File: src/rtl/ram_selection_sorter.sv
// In-place selection sorter driving a single-port, 1-cycle-latency synchronous RAM.
// Each pass scans the unsorted tail, then swaps the best word into the pass base.
module ram_selection_sorter #(
  parameter int unsigned DATA_WIDTH = 16,
  parameter int unsigned ADDR_WIDTH = 16,
  parameter int unsigned LEN_WIDTH  = 16
) (
  input  logic                  clk,
  input  logic                  rst_n,
  input  logic                  order_valid,
  output logic                  order_ready,
  input  logic [ADDR_WIDTH-1:0] order_start,
  input  logic [LEN_WIDTH-1:0]  order_len,
  input  logic                  order_desc,
  input  logic                  order_signed,
  output logic                  sort_done,
  output logic [ADDR_WIDTH-1:0] ram_addr,
  output logic                  ram_wr_en,
  output logic [DATA_WIDTH-1:0] ram_wr_data,
  input  logic [DATA_WIDTH-1:0] ram_rd_data
);

  typedef enum logic [2:0] {IDLE, SCAN, LAST, SWAP_A, SWAP_B, DONE} state_t;

  state_t                state_q, state_d;
  logic [ADDR_WIDTH-1:0] base_q, base_d;
  logic [ADDR_WIDTH-1:0] prev_addr_q;
  logic [LEN_WIDTH-1:0]  len_q, len_d;
  logic [LEN_WIDTH-1:0]  pass_q, pass_d;
  logic [LEN_WIDTH-1:0]  n_q, n_d;
  logic [LEN_WIDTH-1:0]  k_q, k_d;
  logic [DATA_WIDTH-1:0] best_q, best_d;
  logic [DATA_WIDTH-1:0] first_q, first_d;
  logic [ADDR_WIDTH-1:0] idx_q, idx_d;
  logic                  desc_q, desc_d;
  logic                  sgn_q, sgn_d;

  logic                  order_ready_d, sort_done_d, ram_wr_en_d;
  logic [ADDR_WIDTH-1:0] ram_addr_d;
  logic [DATA_WIDTH-1:0] ram_wr_data_d;

  logic                  better;
  logic                  go_next;
  logic                  pass_last;
  logic [DATA_WIDTH-1:0] last_best;
  logic [ADDR_WIDTH-1:0] last_idx;

  // Strict improvement over the running best, so ties keep the earliest index.
  always_comb begin
    better = 1'b0;
    if (sgn_q) begin
      better = desc_q ? ($signed(ram_rd_data) > $signed(best_q))
                      : ($signed(ram_rd_data) < $signed(best_q));
    end else begin
      better = desc_q ? (ram_rd_data > best_q) : (ram_rd_data < best_q);
    end
  end

  assign pass_last = (pass_q == LEN_WIDTH'(len_q - LEN_WIDTH'(2)));

  // Next-state and next-output logic.
  always_comb begin
    state_d       = state_q;
    base_d        = base_q;
    len_d         = len_q;
    pass_d        = pass_q;
    n_d           = n_q;
    k_d           = k_q;
    best_d        = best_q;
    first_d       = first_q;
    idx_d         = idx_q;
    desc_d        = desc_q;
    sgn_d         = sgn_q;
    order_ready_d = order_ready;
    sort_done_d   = 1'b0;
    ram_wr_en_d   = 1'b0;
    ram_addr_d    = ram_addr;
    ram_wr_data_d = ram_wr_data;
    go_next       = 1'b0;
    last_best     = best_q;
    last_idx      = idx_q;

    case (state_q)
      IDLE: begin
        if (order_valid && order_ready) begin
          base_d        = order_start;
          len_d         = order_len;
          desc_d        = order_desc;
          sgn_d         = order_signed;
          order_ready_d = 1'b0;
          if (order_len >= LEN_WIDTH'(2)) begin
            state_d    = SCAN;
            pass_d     = '0;
            n_d        = order_len;
            k_d        = '0;
            ram_addr_d = order_start;
          end else begin
            state_d     = DONE;
            sort_done_d = 1'b1;
          end
        end
      end
      SCAN: begin
        // Data returned now belongs to the address presented last cycle.
        if (k_q == LEN_WIDTH'(1)) begin
          best_d  = ram_rd_data;
          first_d = ram_rd_data;
          idx_d   = prev_addr_q;
        end else if (k_q != '0 && better) begin
          best_d = ram_rd_data;
          idx_d  = prev_addr_q;
        end
        if (k_q == LEN_WIDTH'(n_q - LEN_WIDTH'(1))) begin
          state_d = LAST;
        end else begin
          k_d        = LEN_WIDTH'(k_q + LEN_WIDTH'(1));
          ram_addr_d = ADDR_WIDTH'(ram_addr + ADDR_WIDTH'(1));
        end
      end
      LAST: begin
        if (better) begin
          last_best = ram_rd_data;
          last_idx  = prev_addr_q;
        end
        best_d = last_best;
        idx_d  = last_idx;
        if (last_idx != base_q) begin
          state_d       = SWAP_A;
          ram_addr_d    = base_q;
          ram_wr_en_d   = 1'b1;
          ram_wr_data_d = last_best;
        end else begin
          go_next = 1'b1;
        end
      end
      SWAP_A: begin
        state_d       = SWAP_B;
        ram_addr_d    = idx_q;
        ram_wr_en_d   = 1'b1;
        ram_wr_data_d = first_q;
      end
      SWAP_B: go_next = 1'b1;
      DONE: begin
        state_d       = IDLE;
        order_ready_d = 1'b1;
      end
      default: state_d = IDLE;
    endcase

    // Advance to the next pass, or finish after pass len-2.
    if (go_next) begin
      if (pass_last) begin
        state_d     = DONE;
        sort_done_d = 1'b1;
      end else begin
        state_d    = SCAN;
        pass_d     = LEN_WIDTH'(pass_q + LEN_WIDTH'(1));
        n_d        = LEN_WIDTH'(n_q - LEN_WIDTH'(1));
        k_d        = '0;
        base_d     = ADDR_WIDTH'(base_q + ADDR_WIDTH'(1));
        ram_addr_d = ADDR_WIDTH'(base_q + ADDR_WIDTH'(1));
      end
    end
  end

  always_ff @(posedge clk or negedge rst_n) begin
    if (!rst_n) begin
      state_q     <= IDLE;
      base_q      <= '0;
      prev_addr_q <= '0;
      len_q       <= '0;
      pass_q      <= '0;
      n_q         <= '0;
      k_q         <= '0;
      best_q      <= '0;
      first_q     <= '0;
      idx_q       <= '0;
      desc_q      <= 1'b0;
      sgn_q       <= 1'b0;
      order_ready <= 1'b1;
      sort_done   <= 1'b0;
      ram_addr    <= '0;
      ram_wr_en   <= 1'b0;
      ram_wr_data <= '0;
    end else begin
      state_q     <= state_d;
      base_q      <= base_d;
      prev_addr_q <= ram_addr;
      len_q       <= len_d;
      pass_q      <= pass_d;
      n_q         <= n_d;
      k_q         <= k_d;
      best_q      <= best_d;
      first_q     <= first_d;
      idx_q       <= idx_d;
      desc_q      <= desc_d;
      sgn_q       <= sgn_d;
      order_ready <= order_ready_d;
      sort_done   <= sort_done_d;
      ram_addr    <= ram_addr_d;
      ram_wr_en   <= ram_wr_en_d;
      ram_wr_data <= ram_wr_data_d;
    end
  end

endmodule

File: config.mk
export PLATFORM = sky130hd
export DESIGN_NAME = ram_selection_sorter
export DESIGN_NICKNAME = d
export VERILOG_FILES = /design/src/rtl/ram_selection_sorter.sv
export SDC_FILE = /design/constraint.sdc
export NUM_CORES = 1
export LEC_CHECK = 0
export CAP_MARGIN = 20
export CORE_ASPECT_RATIO = 0.5
export CORE_UTILIZATION = 25
export DETAILED_ROUTE_END_ITERATION = 12
export PLACE_DENSITY_LB_ADDON = 0.2
export SLEW_MARGIN = 25
export SYNTH_ARGS = -nofsm -noshare
export SYNTH_HDL_FRONTEND = slang
export SYNTH_SLANG_ARGS = --single-unit
export TNS_END_PERCENT = 1
File: constraint.sdc
create_clock -name clk -period 5.95 [get_ports clk]
set_clock_uncertainty 0.2 [all_clocks]
set_input_delay 1.4875 -clock clk [delete_from_list [all_inputs] [get_ports clk]]
set_output_delay 1.4875 -clock clk [all_outputs]
set_load 0.005 [all_outputs]
==> impl_metrics.tcl <==
set metrics [dict create \
    outcome "finished, final reports clean" \
    syn_area_per_cell_um2 9.013 \
    placed_cell_area_um2 13040 \
    drtPass1Iterations 7 \
    ant_nets 0 \
    final_layout_size_suffix_gt1_share_pct 14.01 \
    ys.flop_type "dfrtp_1" \
    die_x_um 302.7 \
    wl_met3_mm 1.356 \
    p_per_area_nw_per_um2 237.4 \
    worstSetupStartpointType "input port" \
    clock_sinks 184 \
    grtUsageTotal_pct 16.10 \
    multi_input_area_um2 6213 \
    grt.overflow.total 0 \
    postCtsSetupBuffers 0 \
    synth_seq_cells 184 \
    max_slew_margin_pct 41.52 \
    wl_met1_mm 17.05 \
    design_area_um2 13680 \
    crit_required_ns 6.13 \
    vias 9815 \
    htree_levels 4 \
    initial_utilization_pct 25.66 \
    wl_per_cell_um 18.87 \
    synth_cells 1254 \
    met2_length_mm 17.18 \
    nFillCells 4609 \
    drt_iter0_markers 816 \
    cts_hold_buf 0 \
    core.rowCount 54 \
    async_flop_share_pct 100.0 \
    nets 1400 \
    worstPathMaxFanout 25 \
    grt_pass1_vias 9943 \
    setup_viol 0 \
    synth_edf_count 0 \
    cts_tree "yes" \
    total_power_w 0.003249 \
    power_leakage_nw 5.616 \
    die_h_um 152.3 \
    slew_viol_final 0 \
    rsz0062_at_grt "no" \
    tightest_slew_ns 0.8651 \
    die-area_um2 46110 \
    final_common_cell "dfrtp_1" \
    drc 0 \
    criticalPathCategory "input port to flop" \
    ys_warn_count 0 \
    cts_root_buffer "clkbuf_16" \
    clock_path_buffers 2 \
    endpoint_kind "flop" \
    gp_congestion 0.8493 \
    finalHoldViolCount 0 \
    yosysUniqueCellTypes 71 \
    max_freq_mhz 177.9 \
    top_layer_used "met4" \
    yosysSeqAreaShare_pct 40.75 \
    syn_to_final_growth_pct 21.08 \
    viasPerCell 5.104 \
    layout_common_cells "183 x dfrtp_1, 177 x nand2_1, 86 x clkdlybuf4s50_1" \
    pin_count 88 \
    register_area_um2 4606 \
    syn_area_um2 11300 \
    core_um2 44050 \
    ctsResizeCount 0 \
    clk_pin_slew_worst_paths_ns 0.08 \
    min_path_type "flop to flop" \
    antenna_found_initial 0 \
    portBuffers 87 \
    hold_ws_ns 0.2735 \
    cp_data_arrival_time_ns 5.80 \
    dp_hpwl_mm 25.89 \
    period_share_pct 94.45 \
    insertion_delay_ns 0.46 \
    grt_pass1_wl_mm 57.91 \
    cts_made_buffers 17 \
    max_cap_violations 0 \
    period_needed_ns 5.620 \
    antenna_cells 0 \
    ir_drop_mv 0.1579 \
    grt_max_degree 109 \
    totalWireLength_mm 36.29 \
    synth.net_count 1331 \
]
## worst paths after layout
kind / start / to / slack, ns / cells after the start
max in group asynchronous: rst_n / idx_q[14] / 3.53 / 3
worst max-delay path: ram_rd_data[15] / pass_q[6] / 0.33 / 15
worst min register to register: first_q[8] / ram_wr_data[8] / 0.27 / 2
min in group asynchronous: rst_n / len_q[5] / 0.72 / 1
worst max register to register: n_q[0] / ram_addr[12] / 1.17 / 13
worst min-delay path: first_q[8] / ram_wr_data[8] / 0.27 / 2
## sequential cells by signal, indices dropped and copies added (netlist names)
register / flops
prev_addr_q: 16
sort_done: 1
desc_q: 1
k_q: 16
n_q: 16
len_q: 16
state_q: 3
order_ready: 1
pass_q: 16
first_q: 16
sgn_q: 1
base_q: 16
ram_wr_en: 1
best_q: 16
ram_wr_data: 16
ram_addr: 16
idx_q: 16
## critical path: stages
cell and delay (ns):
clkdlybuf4s50_1 0.46, ha_1 0.34, nand4_1 0.16, nor4_1 0.34, buf_4 0.17, a211o_1 0.16, mux2_2 0.36, a2111oi_0 0.40
nor2_1 0.13, or4_1 0.67, a21oi_4 0.25, buf_12 0.19, buf_12 0.18, mux2_2 0.34, mux2i_1 0.14
## through the flow
step           worst slack (ns)  util (%)  cells  TNS [ns]
6_report                 0.3300     31.06   1923         0
5_1_grt                  0.1261     31.06   1923         0
4_1_cts                  0.3324     31.00   1922         0
3_5_place_dp            -0.1517     29.59   1891    -3.045
3_3_place_gp           -0.05092     29.59   1891   -0.6685
2_1_floorplan            0.6032         -   1254         0
## cell type report
class	count	area share (%)
inverters	43	1.179
multi-input cells	938	45.41
well taps	588	5.376
flip-flops and latches	184	33.66
clock buffers	18	3.209
repair buffers	139	9.847
clock inverters	13	1.326
## synth_stat cells, types with 19 or more instances
library cell / n / area (um^2)
nor2_1: 74 / 277.8
inv_1: 43 / 161.4
xor2_1: 34 / 297.8
clkbuf_1: 72 / 270.3
xnor2_1: 35 / 306.5
nor3_1: 22 / 110.1
nor4_1: 19 / 118.9
and3_1: 27 / 168.9
nand3_1: 46 / 230.2
a21oi_1: 62 / 310.3
o21ai_0: 85 / 425.4
mux2_2: 64 / 720.7
nand2_1: 177 / 664.4
dfrtp_1: 183 / 4579
ha_1: 24 / 300.3
mux2i_1: 50 / 500.5
## power by group
part           leakage, nW  switching, W  internal (W)
Sequential            2.25     0.0000357       0.00132
Combinational         3.06      0.000373      0.000267
Clock                0.302      0.000564      0.000684
## metal layers
metal  vias up  track usage (%)
met5         -                0
li1       4667                -
met1      4908            22.00
met4         0            4.547
met2       201            25.90
met3        39            2.923
## kinds of logic (layout without fill, tap and decap cells)
logic type	count (synthesis)	after routing	synth area share, %
buffers and inverters	132	213	4.638
flip-flops	184	184	40.75
AO/OA/AOI/OAI	294	294	17.39
multiplexers	114	114	10.80
adder cells (fa/ha/maj)	24	24	2.657
AND/OR/NAND/NOR	437	437	18.41
XOR/XNOR	69	69	5.347
Power figures use the tool's default switching activity.
